`config.mk`:
```
export PLATFORM = sky130hd
export DESIGN_NAME = acc_feedback_unit
export DESIGN_NICKNAME = d
export VERILOG_FILES = /design/src/rtl/acc_fb_pkg.sv /design/src/rtl/fb_delay_line.sv /design/src/rtl/acc_feedback_unit.sv
export SDC_FILE = /design/constraint.sdc
export NUM_CORES = 1
export LEC_CHECK = 0
export CAP_MARGIN = 0
export CORE_MARGIN = 2
export CORE_UTILIZATION = 48
export DETAILED_ROUTE_END_ITERATION = 7
export PLACE_DENSITY = 0.77
export SLEW_MARGIN = 20
export SYNTH_ARGS = -nofsm -noshare
export SYNTH_HDL_FRONTEND = slang
export SYNTH_SLANG_ARGS = --single-unit
```
`constraint.sdc`:
```
create_clock -name clk -period 2.2 [get_ports clk]
set_input_delay 0.22 -clock clk [delete_from_list [all_inputs] [get_ports clk]]
set_output_delay 0.22 -clock clk [all_outputs]
set_load 0.05 [all_outputs]
```
`src/rtl/acc_fb_pkg.sv`:
```
// Shared operation encodings for the feedback accumulator datapath.
package acc_fb_pkg;

  localparam int OP_W = 2;

  typedef enum logic [OP_W-1:0] {
    OP_ADD   = 2'b00,
    OP_SUB   = 2'b01,
    OP_LOAD  = 2'b10,
    OP_CLEAR = 2'b11
  } op_e;

endpackage

```
`src/rtl/fb_delay_line.sv`:
```
// Result history shift register; q is the value written DEPTH enabled shifts ago.
module fb_delay_line #(
  parameter int WIDTH = 8,
  parameter int DEPTH = 1
) (
  input  logic             clk,
  input  logic             rst,
  input  logic             en,
  input  logic             clr,
  input  logic [WIDTH-1:0] d,
  output logic [WIDTH-1:0] q
);

  logic [WIDTH-1:0] hist [DEPTH];

  // NOTE: the history is a handful of flops, not a RAM, so every entry is
  // reset; a stale entry would leak into the first results after reset.
  always_ff @(posedge clk or negedge rst) begin
    if (!rst) begin
      for (int i = 0; i < DEPTH; i++) hist[i] <= '0;
    end else if (clr) begin
      for (int i = 0; i < DEPTH; i++) hist[i] <= '0;
    end else if (en) begin
      hist[0] <= d;
      for (int i = 1; i < DEPTH; i++) hist[i] <= hist[i-1];
    end
  end

  assign q = hist[DEPTH-1];

endmodule

```
`src/rtl/acc_feedback_unit.sv`:
```
// Streaming accumulator with delayed self-feedback, sticky overflow and sample count.
// Define ACC_FB_SATURATE_EN to clamp on carry/borrow instead of wrapping.
module acc_feedback_unit
  import acc_fb_pkg::*;
#(
  parameter int IN_W     = 4,
  parameter int OUT_W    = 8,
  parameter int FB_DEPTH = 1,
  parameter int CNT_W    = 8
) (
  input  logic             clk,
  input  logic             rst,
  input  logic [IN_W-1:0]  a,
  input  logic [1:0]       op,
  input  logic             in_valid,
  output logic [OUT_W-1:0] result,
  output logic             out_valid,
  output logic             overflow,
  output logic [CNT_W-1:0] sample_cnt
);

  logic [OUT_W-1:0] fb;
  logic [OUT_W-1:0] a_ext;
  logic [OUT_W:0]   sum;
  logic [OUT_W:0]   diff;
  logic [OUT_W-1:0] next_result;
  logic             ovf_hit;
  logic             is_clear;
  op_e              op_q;

  assign op_q     = op_e'(op);
  assign a_ext    = OUT_W'(a);
  assign sum      = {1'b0, fb} + {1'b0, a_ext};
  assign diff     = {1'b0, fb} - {1'b0, a_ext};
  assign is_clear = (op_q == OP_CLEAR);

  // NOTE: defaults first so every path assigns every output; no latch is inferred.
  always_comb begin
    next_result = '0;
    ovf_hit     = 1'b0;
    case (op_q)
      OP_ADD: begin
        ovf_hit     = sum[OUT_W];
        next_result = sum[OUT_W-1:0];
`ifdef ACC_FB_SATURATE_EN
        if (sum[OUT_W]) next_result = '1;
`endif
      end
      OP_SUB: begin
        ovf_hit     = diff[OUT_W];
        next_result = diff[OUT_W-1:0];
`ifdef ACC_FB_SATURATE_EN
        if (diff[OUT_W]) next_result = '0;
`endif
      end
      OP_LOAD:  next_result = a_ext;
      default:  next_result = '0;
    endcase
  end

  fb_delay_line #(
    .WIDTH (OUT_W),
    .DEPTH (FB_DEPTH)
  ) u_hist (
    .clk (clk),
    .rst (rst),
    .en  (in_valid && !is_clear),
    .clr (in_valid && is_clear),
    .d   (next_result),
    .q   (fb)
  );

  // NOTE: sequential state uses non-blocking assignments so all registers
  // sample the same pre-edge values regardless of statement order.
  always_ff @(posedge clk or negedge rst) begin
    if (!rst) begin
      result     <= '0;
      out_valid  <= 1'b0;
      overflow   <= 1'b0;
      sample_cnt <= '0;
    end else begin
      out_valid <= in_valid;
      if (in_valid) begin
        result <= next_result;
        if (is_clear) begin
          overflow   <= 1'b0;
          sample_cnt <= '0;
        end else begin
          if (ovf_hit) overflow <= 1'b1;
          if (sample_cnt != '1) sample_cnt <= sample_cnt + CNT_W'(1);
        end
      end
    end
  end

endmodule

```
==> results.md, run 1 <==
* Status: finished clean
* GPL Wtd Cong at 0.819
* Final Skew at 0.00174 ns
* Hold buffers post-CTS at 0
* Worst Path Arrival at 2.34 ns
* Simple-gate share of the synthesized area at 20.3%
* First-pass GRT wire length at 7380 µm
* Ys flop type: dfrtp_1
* Setup violations, final at 0
* I/O pin count at 27
* Core Area at 3420 µm²
* Min-delay worst type: input port to async pin
* Mapped Nets at 221
* Die area at 4150 µm²
* FF/Latch Area at 651 µm²
* Synth warnings at 0
* Synth Area in Adders at 9.42%
* Starting Density at 51.4%
* CTS tree: built
* Antenna-violating nets left at 0
* Total gr overflow at 0
* Area occupied by multi-input gates at 1010 µm²
* Worst Tran Pin Value at 0.529 ns
* Router iterations before antenna repair at 5
* Diode count at 0
* Leak at 0.000939 µW
* Port Buffers at 26
* Post-synth EDFFs at 0
* IR drop worst, VDD at 0.413 mV
* Multiplexer share of the synthesized area at 0.642%
* Die W at 64.5 µm
* Xor and xnor area share after synthesis at 0.999%
* Post-Route Setup TNS at 0 ns
* Period utilisation layout at 94.2%
* Routed WL at 4230 µm
* Share of layout cells above drive strength 1 at 14.2%
* Layout area overhead at 27.4%
* Final WS setup at 0.127 ns
* RSZ-0062 raised after global routing: no
* Worst path max stage delay at 0.43 ns
* Mean Syn Cell Area at 8.77 µm²
* Top cells by area, synth: dfrtp_1 (37%), ha_1 (7.1%), nor2_1 (5.6%), o21ai_0 (3.7%), a21oi_1 (3.4%)
* CP max FO at 3
* Critical Path RT at 2.47 ns
* Final max-slew violation count at 0
* DR vias/cell at 5.72
* Register area share after synthesis at 37.1%
* Fin nets at 262
* CTS sink count at 26
* Crit start category: input port
* Initial drt markers at 117
* Crit Path Class: input port to register
* Largest area contributor in the netlist: dfrtp_1
* H-tree depth at 1
* Clock Tree Buf Depth at 2
* Netlist Area Pre-Place at 1750 µm²
* FFs w/ async S/R, synth at 100%
* Routed WL per cell at 14.8 µm
* Initial antenna violation count at 0
* CTS Buf Count at 3
* Clk_lat worst skew at 0.34 ns
* Vias in the first global route at 1602
* Crit path max-delay cell type: clkdlybuf4s50_1
* DP HPWL at 3130 µm
* Fillers at 304
* Cells along the critical path: clkdlybuf4s50_1, buf_4, ha_1, fa_1, nor2b_1, o21ai_0, nor2b_1, or4_1, o2111ai_1
* Crit path time final at 2.07 ns
* Pwr Density at 879 nW/µm²
* CP Buf/Inv Count at 2
* Via count at 1637
* Compound-Gate Fraction of Synth Area at 25.8%
* Yosys reg bits at 26
* Largest family of logic cells by synthesized area: compound AO/OA/AOI/OAI gates
* Clock slew at reported path FFs at 0.15 ns
* Final hold violation count at 0
* Worst reg-to-reg setup slack at 0.13 ns
* Count of cell types in the netlist at 48
* Synth top area share at 37.1%
* Place WS at -0.323 ns
* Synthesized netlist cell count at 200
* Top cell by count, worst path: nor2b_1
* Max Cap Viol at 0
* Relative slew margins at 64.6%
* Largest net degree at the start of global routing at 27
* Die Span Y at 64.5 µm
* Root Driver: clkbuf_4
* Type of destination of the critical path: register
* Fmax at 482 MHz
* GRT Total Usage at 22.5%
* Num rows at 21
* DR DRC count at 0
* Largest delay contributor family on the critical path: simple AND/OR/NAND/NOR gates
routing by layer:
metal / global-route usage, % / part of all wire [%]
met5: 0 / 0
met4: 11.4 / 1.5
met3: 2.60 / 5.3
met2: 35.3 / 48
met1: 30.9 / 46
Yosys cell counts, drive strengths merged, types with 3 or more instances:
master,n
a21oi,12
nand2b,3
a31oi,4
o2111ai,7
clkbuf,6
nor2,26
buf,3
nor2b,4
nand2,16
nand3,7
inv,15
dfrtp,26
o31ai,3
o21ai,13
o211ai,3
ha,10
power breakdown:
| group | internal (µW) | switching (µW) | leakage [µW] |
|---|---|---|---|
| registers | 580 | 122 | 0.000330 |
| clock network | 185 | 157 | 0.0000279 |
| logic | 361 | 560 | 0.000581 |
cells in the final DEF (no fill, tap or decap), drive strengths merged, types with 3 or more instances in the layout:
cell	instances
a31oi	4
nor2	26
o211ai	3
o31ai	3
clkdlybuf4s50	26
a21oi	12
buf	19
dfrtp	26
nand2b	3
clkbuf	3
ha	10
nand2	16
nor2b	4
nand3	7
inv	15
o2111ai	7
o21ai	13
kinds of logic after synthesis:
kind of cell / Yosys count
buffers and inverters: 24
adder cells (fa/ha/maj): 12
XOR/XNOR: 2
multiplexers: 1
AND/OR/NAND/NOR: 72
AO/OA/AOI/OAI: 63
flip-flops: 26
path summary, 6_finish.rpt:
| check | from | endpoint | depth (start not counted) |
|---|---|---|---|
| max in group asynchronous | rst | u_hist.q[4]$_DFFE_PN0P_ | 2 |
| worst max-delay path | a[0] | result[4]$_DFFE_PN0P_ | 9 |
| worst min register to register | result[3]$_DFFE_PN0P_ | result[3]$_DFFE_PN0P_ | 1 |
| min in group clk | result[3]$_DFFE_PN0P_ | result[3]$_DFFE_PN0P_ | 1 |
| worst max register to register | u_hist.q[0]$_DFFE_PN0P_ | u_hist.q[6]$_DFFE_PN0P_ | 9 |
| worst min-delay path | rst | u_hist.q[1]$_DFFE_PN0P_ | 2 |
sequential cells by signal (all words and copies together) (netlist names):
signal and flops:
result 8, sample_cnt 8, u_hist.q 8, out_valid 1, overflow 1
area by class of cell:
type	instances	area share [%]
clock buffer	3	1.01
clock inverter	1	1.34
inverter	15	2.52
multi-input combinational	150	45.4
sequential	26	29.1
tap	46	2.58
timing repair buffer	45	18.0
through the flow:
step	instances	cell area (µm²)	total power (µW)	utilization [%]	hold slack [ns]
3_5_place_dp	282	2170	1620	63.6	0.483
3_3_place_gp	282	2170	1600	63.6	0.471
6_report	286	2230	1960	65.4	0.214
4_1_cts	286	2220	1960	65.1	0.231
5_1_grt	286	2230	2100	65.4	0.224
2_1_floorplan	200	1750	1300	-	-0.0756
what timing repair did:
action | in CTS | in global routing
setup buffers | 0 | 0
hold endpoints to repair | 0 | 0
resized for setup | 0 | 4
endpoints found under the setup margin | 0 | 2
No activity file was read; power rests on OpenSTA's default activity.
==> run 2, diff against run 1 <==
- CORE_UTILIZATION: 48 -> 49
- GPL_ROUTABILITY_DRIVEN: not set -> 0
- PLACE_DENSITY: 0.77 -> 0.78
- SYNTH_HIERARCHICAL: not set -> 1
==> results.md, run 2 <==
* Status: complete, but fails checks
* Failing checks: setup timing
* DP HPWL at 3250 µm (+4.0%)
* Final WS setup at -0.0499 ns (-0.177 ns)
* Fin nets at 279 (+6.5%)
* Synthesized netlist cell count at 201 (+0.50%)
* Clk_lat worst skew at 0.32 ns (-0.02 ns)
* Num rows at 21 (unchanged)
* Routed WL per cell at 14.1 µm (-4.4%)
* Simple-gate share of the synthesized area at 20.5% (+0.14 points)
* Diode count at 0 (unchanged)
* DR DRC count at 0 (unchanged)
* Setup violations, final at 2 (+2)
* Final Skew at 0.00431 ns (+0.00257 ns)
* Worst reg-to-reg setup slack at -0.05 ns (-0.18 ns)
* Flop pwr share at 30.7% (-5.0 points)
* Comb power frac at 55.4% (+8.5 points)
* Commonest cells in the netlist: nor2_1 (30), dfrtp_1 (26), inv_1 (16)
* Via count at 1699 (+3.8%)
* Min-delay worst type: input port to async pin
* R2R cell count at 10 (+1)
* P_int at 1340 µW (+19%)
* Met1 Usage GRT at 30.3% (-0.55 points)
* First-pass GRT wire length at 7450 µm (+0.94%)
* Final Cell Area at 2460 µm² (+10%)
* Mean Syn Cell Area at 8.82 µm² (+0.57%)
* Largest net degree at the start of global routing at 27 (unchanged)
* FFs w/ async S/R, synth at 100% (unchanged)
* IR drop worst, VDD at 0.584 mV (+41%)
* Top-count cell post-synth: nor2_1
* Multiplexer share of the synthesized area at 8.19% (+7.5 points)
* Mapped Nets at 221 (unchanged)
* Largest area contributor in the netlist: dfrtp_1
* Core Area at 3420 µm² (unchanged)
* Largest family of logic cells by synthesized area: simple AND/OR/NAND/NOR gates
* Initial drt markers at 134 (+15%)
* Router iterations before antenna repair at 4 (-1)
* Routing usage on met2 at 38.4% (+3.1 points)
* Synth warnings at 6 (+6)
* I/O pin count at 27 (unchanged)
* Clock Power Share at 13.9% (-3.5 points)
* Xor and xnor area share after synthesis at 1.48% (+0.48 points)
* H-tree depth at 1 (unchanged)
* CTS sink count at 26 (unchanged)
* Routed WL at 4300 µm (+1.7%)
* Switching Fraction at 43.5% (+0.83 points)
* Leak at 0.00111 µW (+18%)
* Starting Density at 51.9% (+0.55 points)
* Clock Tree Buf Depth at 2 (unchanged)
* GR peak layer: met2
* Crit Path Class: register to register
* Netlist Area Pre-Place at 1770 µm² (+1.1%)
* Count of cell types in the netlist at 51 (+6.3%)
* Ys flop type: dfrtp_1
* Final hold violation count at 0 (unchanged)
* Place WS at -0.453 ns (-0.130 ns)
* Worst Tran Pin Value at 0.499 ns (-0.0298 ns)
* Most frequent cells in the layout: buf_4 (34), nor2_1 (30), clkdlybuf4s50_1 (26), dfrtp_1 (26), inv_1 (15)
* Total gr overflow at 0 (unchanged)
* Fillers at 265 (-13%)
* Crit start category: register
* Pwr Density at 966 nW/µm² (+9.9%)
* Type of destination of the critical path: register
* Root Driver: clkbuf_4
* Compound-Gate Fraction of Synth Area at 18.6% (-7.3 points)
* Max Cap Viol at 0 (unchanged)
* Post-synth EDFFs at 0 (unchanged)
* Met3 global-route usage at 4.05% (+1.4 points)
* Die area at 4120 µm² (-0.93%)
* NetSw at 1040 µW (+23%)
* Register area share after synthesis at 36.7% (-0.39 points)
* Period utilisation layout at 102% (+8.0 points)
* Area occupied by multi-input gates at 1110 µm² (+9.7%)
* Antenna-violating nets left at 0 (unchanged)
* Initial antenna violation count at 0 (unchanged)
* Synth Area in Adders at 8.61% (-0.81 points)
* Vias in the first global route at 1624 (+1.4%)
* Die Span Y at 64.2 µm (-0.47%)
* FF-to-FF Start: u_hist/q[0]$_DFFE_PN0P_
* Die W at 64.2 µm (-0.47%)
* Worst Path Arrival at 2.48 ns (+0.14 ns)
* Most common cell after layout, fill and taps aside: buf_4
* CP max FO at 2 (-1)
* Fmax at 444 MHz (-7.9%)
* Critical Path RT at 2.43 ns (-0.04 ns)
* CTS Buf Count at 3 (unchanged)
* Reg2reg end: u_hist/q[4]$_DFFE_PN0P_
* Yosys reg bits at 26 (unchanged)
* CP startpoint: u_hist/q[0]$_DFFE_PN0P_
* Share of layout cells above drive strength 1 at 23.6% (+9.5 points)
* Crit path time final at 2.25 ns (+0.177 ns)
* FF/Latch Area at 651 µm² (unchanged)
* Layout area overhead at 38.8%
* Synth top area share at 36.7% (-0.39 points)
* Placed inst area at 2300 µm² (+5.9%)
* GRT Total Usage at 22.5% (about the same)
* Final max-slew violation count at 0 (unchanged)
* Port Buffers at 26 (unchanged)
* Worst setup path end: u_hist/q[4]$_DFFE_PN0P_
* DR vias/cell at 5.59 (-2.4%)
* Relative slew margins at 66.6% (+2.0 points)
* CTS tree: built
* Top cells by area, synth: dfrtp_1 (37%), ha_1 (6.4%), nor2_1 (6.4%), mux2i_1 (5.6%), inv_1 (3.4%)
* RSZ-0062 raised after global routing: yes
* Clock slew at reported path FFs at 0.14 ns (about the same)
run 2: per-stage QoR:
| step | TNS [ns] | hold WS, ns | total power, µW | util [%] | instances |
|---|---|---|---|---|---|
| global placement | -2.89 | 0.486 | 1930 | 67.3 | 299 |
| finish | -0.0740 | 0.232 | 2380 | 72.1 | 304 |
| detailed placement | -3.55 | 0.492 | 1970 | 67.3 | 299 |
| floorplan | 0 | -0.0756 | 1490 | - | 201 |
| global route | -0.404 | 0.254 | 2510 | 72.1 | 304 |
| CTS | 0 | 0.242 | 2340 | 70.4 | 303 |
run 2: worst min-delay path by stage:
stage	startpoint	end	slack [ns]
finish	rst	u_hist/q[1]$_DFFE_PN0P_	0.23
floorplan	rst	out_valid$_DFF_PN0_	-0.08
detailed placement	result[6]$_DFFE_PN0P_	result[6]$_DFFE_PN0P_	0.49
CTS	rst	sample_cnt[4]$_DFFE_PN0P_	0.24
global placement	result[4]$_DFFE_PN0P_	result[4]$_DFFE_PN0P_	0.49
global route	rst	u_hist/q[1]$_DFFE_PN0P_	0.25
run 2: layer usage:
metal | part of all wire [%] | up-vias
met3 | 4.0 | 8
met5 | 0 | -
li1 | - | 832
met2 | 51 | 50
met4 | 0.98 | 0
met1 | 44 | 809
run 2: critical path, stage by stage (launching register included):
cell and delay (ns):
dfrtp_1 0.39, buf_4 0.12, inv_1 0.05, ha_4 0.16
fa_2 0.40, o311a_1 0.37, nor2_1 0.14, xor2_1 0.22
nor2_1 0.07, mux2i_1 0.16, nor2_1 0.07
run 2: layout make-up:
class / count / share of cell area [%]
clock buffer: 3 / 0.915
clock inverter: 1 / 1.22
inverter: 16 / 2.44
multi-input combinational: 151 / 45.2
sequential: 26 / 26.4
tap: 46 / 2.34
timing repair buffer: 61 / 21.4
run 2: cells by family after synthesis:
kind of cell | after synthesis
muxes | 14
and+or+nand+nor | 77
adders and majority gates | 11
buffers and inverters | 24
xor gates and xnor gates | 3
DFF | 26
AOI/OAI and AO/OA | 46
run 2: power by group through the flow:
stage	Sequential, µW	Combinational (µW)	Clock, µW
3_5_place_dp	735	1230	0
6_report	729	1320	331
2_1_floorplan	1000	489	0
4_1_cts	728	1270	338
3_3_place_gp	728	1200	0
5_1_grt	747	1410	353
run 2: what timing repair did:
action	4_1_cts	5_1_grt
resized for setup	9	8
hold buffers	0	0
buffers inserted	0	2
setup endpoints to repair	5	6
pin swaps	5	12
==> run 3, diff against run 2 <==
- CAP_MARGIN: 0 -> 30
- TNS_END_PERCENT: not set -> 10
==> results.md, run 3 (synthesis results as in run 2) <==
* Status: complete, but fails checks
* Failing checks: setup timing
* Port Buffers at 26 (unchanged)
* R2R cell count at 10 (unchanged)
* Most frequent cells in the layout: buf_4 (34), nor2_1 (30), clkdlybuf4s50_1 (26), dfrtp_1 (26), inv_1 (15)
* Flop pwr share at 30.7% (about the same)
* Final hold violation count at 0 (unchanged)
* Final Cell Area at 2450 µm² (-0.25%)
* DR WL met3 at 207 µm (+20%)
* Type of destination of the critical path: register
* Pwr Density at 964 nW/µm² (-0.15%)
* Num rows at 21 (unchanged)
* Critical Path RT at 2.43 ns (about the same)
* First-pass GRT wire length at 7450 µm (unchanged)
* Routed WL at 4270 µm (-0.56%)
* Clock Tree Buf Depth at 2 (unchanged)
* Diode count at 0 (unchanged)
* Root Driver: clkbuf_4
* Largest net degree at the start of global routing at 27 (unchanged)
* Clock Power Share at 14.0% (about the same)
* Fin cells at 304 (unchanged)
* Fillers at 265 (unchanged)
* Crit start category: register
* Crit path max-delay cell type: dfrtp_1
* CTS sink count at 26 (unchanged)
* Worst path max stage delay at 0.39 ns (about the same)
* Clock slew at reported path FFs at 0.15 ns (about the same)
* Fin nets at 279 (unchanged)
* Final WS setup at -0.0193 ns (+0.0305 ns)
* Metal-1 WL at 1860 µm (-2.5%)
* FF-to-FF Start: u_hist/q[0]$_DFFE_PN0P_
* Clk_lat worst skew at 0.33 ns (about the same)
* Leak at 0.00110 µW (-0.14%)
* Reg2reg end: u_hist/q[6]$_DFFE_PN0P_
* DP HPWL at 3250 µm (unchanged)
* DP Cell Count at 299 (unchanged)
* Crit Path Class: register to register
* CTS Buf Count at 3 (unchanged)
* Die area at 4120 µm² (unchanged)
* DR DRC count at 0 (unchanged)
* Max Cap Viol at 0 (unchanged)
* IR drop worst, VDD at 0.583 mV (-0.16%)
* Place WS at -0.453 ns (unchanged)
* Most common cell after layout, fill and taps aside: buf_4
* Final max-slew violation count at 0 (unchanged)
* CP startpoint: u_hist/q[0]$_DFFE_PN0P_
* Total gr overflow at 0 (unchanged)
* Initial drt markers at 146 (+9.0%)
* Relative slew margins at 66.6% (about the same)
* Worst reg-to-reg setup slack at -0.02 ns (+0.03 ns)
* Met2 WL at 2180 µm (+0.41%)
* Min-delay worst type: input port to async pin
* Core Area at 3420 µm² (unchanged)
* Design Power at 2370 µW (-0.41%)
* GRT Total Usage at 22.5% (unchanged)
* Antenna-violating nets left at 0 (unchanged)
* P_int at 1340 µW (-0.24%)
* DR top layer: met4
* Routed WL per cell at 14.0 µm (-0.56%)
* Placed inst area at 2300 µm² (unchanged)
* Via count at 1687 (-0.71%)
* Worst Path Arrival at 2.45 ns (-0.03 ns)
* Initial antenna violation count at 0 (unchanged)
* Starting Density at 51.9% (unchanged)
* Layout area overhead at 38.5%
* Share of layout cells above drive strength 1 at 23.3% (-0.39 points)
* Die W at 64.2 µm (unchanged)
* Fmax at 451 MHz (+1.4%)
* CP max FO at 2 (unchanged)
* RSZ-0062 raised after global routing: yes
* Worst Tran Pin Value at 0.499 ns (+0.0000411 ns)
* Comb power frac at 55.2% (-0.2 points)
* Final Skew at 0.00435 ns (+0.0000410 ns)
* Router iterations before antenna repair at 4 (unchanged)
* NetSw at 1030 µW (-0.62%)
* Switching Fraction at 43.4% (-0.094 points)
* I/O pin count at 27 (unchanged)
* Setup violations, final at 2 (unchanged)
* Die Span Y at 64.2 µm (unchanged)
* CTS tree: built
* Period utilisation layout at 101% (-1.4 points)
* Top cell by count, worst path: nor2_1
* Vias in the first global route at 1624 (unchanged)
* H-tree depth at 1 (unchanged)
* Crit path time final at 2.22 ns (-0.0305 ns)
* Cells along the critical path: buf_4, inv_1, ha_4, fa_2, o311a_1, a22oi_2, xor2_1, nor2_1, mux2i_1, nor2_1
* Post-Route Setup TNS at -0.0381 ns (+0.0359 ns)
* DR vias/cell at 5.55 (-0.71%)
-- run 3: cell types whose count changed in the layout (fill, tap and decap cells not counted) --
cell and delta:
o2bb2ai_1 +1, o2bb2ai_2 -1
-- run 3: layout make-up --
| cell class | count | area, µm² | area share, % |
|---|---|---|---|
| Sequential cell | 26 | 651 | 26.5 |
| Inverter | 16 | 60.1 | 2.45 |
| Tap cell | 46 | 57.6 | 2.34 |
| Multi-Input combinational cell | 151 | 1110 | 45.1 |
| Clock buffer | 3 | 22.5 | 0.917 |
| Timing Repair Buffer | 61 | 527 | 21.5 |
| Clock inverter | 1 | 30.0 | 1.22 |
-- run 3: power groups by stage --
stage,sequential [µW],clock (µW),combinational (µW)
finish,728,332,1310
global route,745,353,1400
CTS,728,338,1270
detailed placement,735,0,1230
global placement,728,0,1200
floorplan,1000,0,489
-- run 3: metrics by stage --
stage / utilization, % / hold WS [ns]
global placement: 67.3 / 0.486
global route: 71.9 / 0.254
floorplan: - / -0.0756
finish: 71.9 / 0.231
CTS: 70.4 / 0.242
detailed placement: 67.3 / 0.492
-- run 3: routing by layer --
metal	global-route usage, %	up-vias
li1	-	827
met1	30.3	807
met2	38.4	49
met3	4.05	4
met4	3.99	0
met5	0	-
-- run 3: what timing repair did --
| action | 4_1_cts | 5_1_grt |
|---|---|---|
| pin swaps | 5 | 8 |
| endpoints found under the setup margin | 5 | 6 |
| hold buffers | 0 | 0 |
| buffers inserted | 0 | 1 |
| resized for setup | 9 | 7 |
-- run 3: worst max path at each step --
| stage | slack, ns | end |
|---|---|---|
| 6_report | -0.02 | u_hist/q[6]$_DFFE_PN0P_ |
| 2_1_floorplan | 0.008 | result[3]$_DFFE_PN0P_ |
| 5_1_grt | -0.16 | u_hist/q[6]$_DFFE_PN0P_ |
| 3_5_place_dp | -0.45 | u_hist/q[6]$_DFFE_PN0P_ |
| 4_1_cts | 0.009 | u_hist/q[4]$_DFFE_PN0P_ |
| 3_3_place_gp | -0.37 | u_hist/q[6]$_DFFE_PN0P_ |
-- run 3: worst max-delay path: cells and delay by family (launching register included) --
kind	cells	cell delay (ns)
xor gates and xnor gates	1	0.19
DFF	1	0.39
muxes	1	0.15
adders and majority gates	2	0.55
buffers and inverters	2	0.17
and+or+nand+nor	2	0.13
AOI/OAI and AO/OA	2	0.54
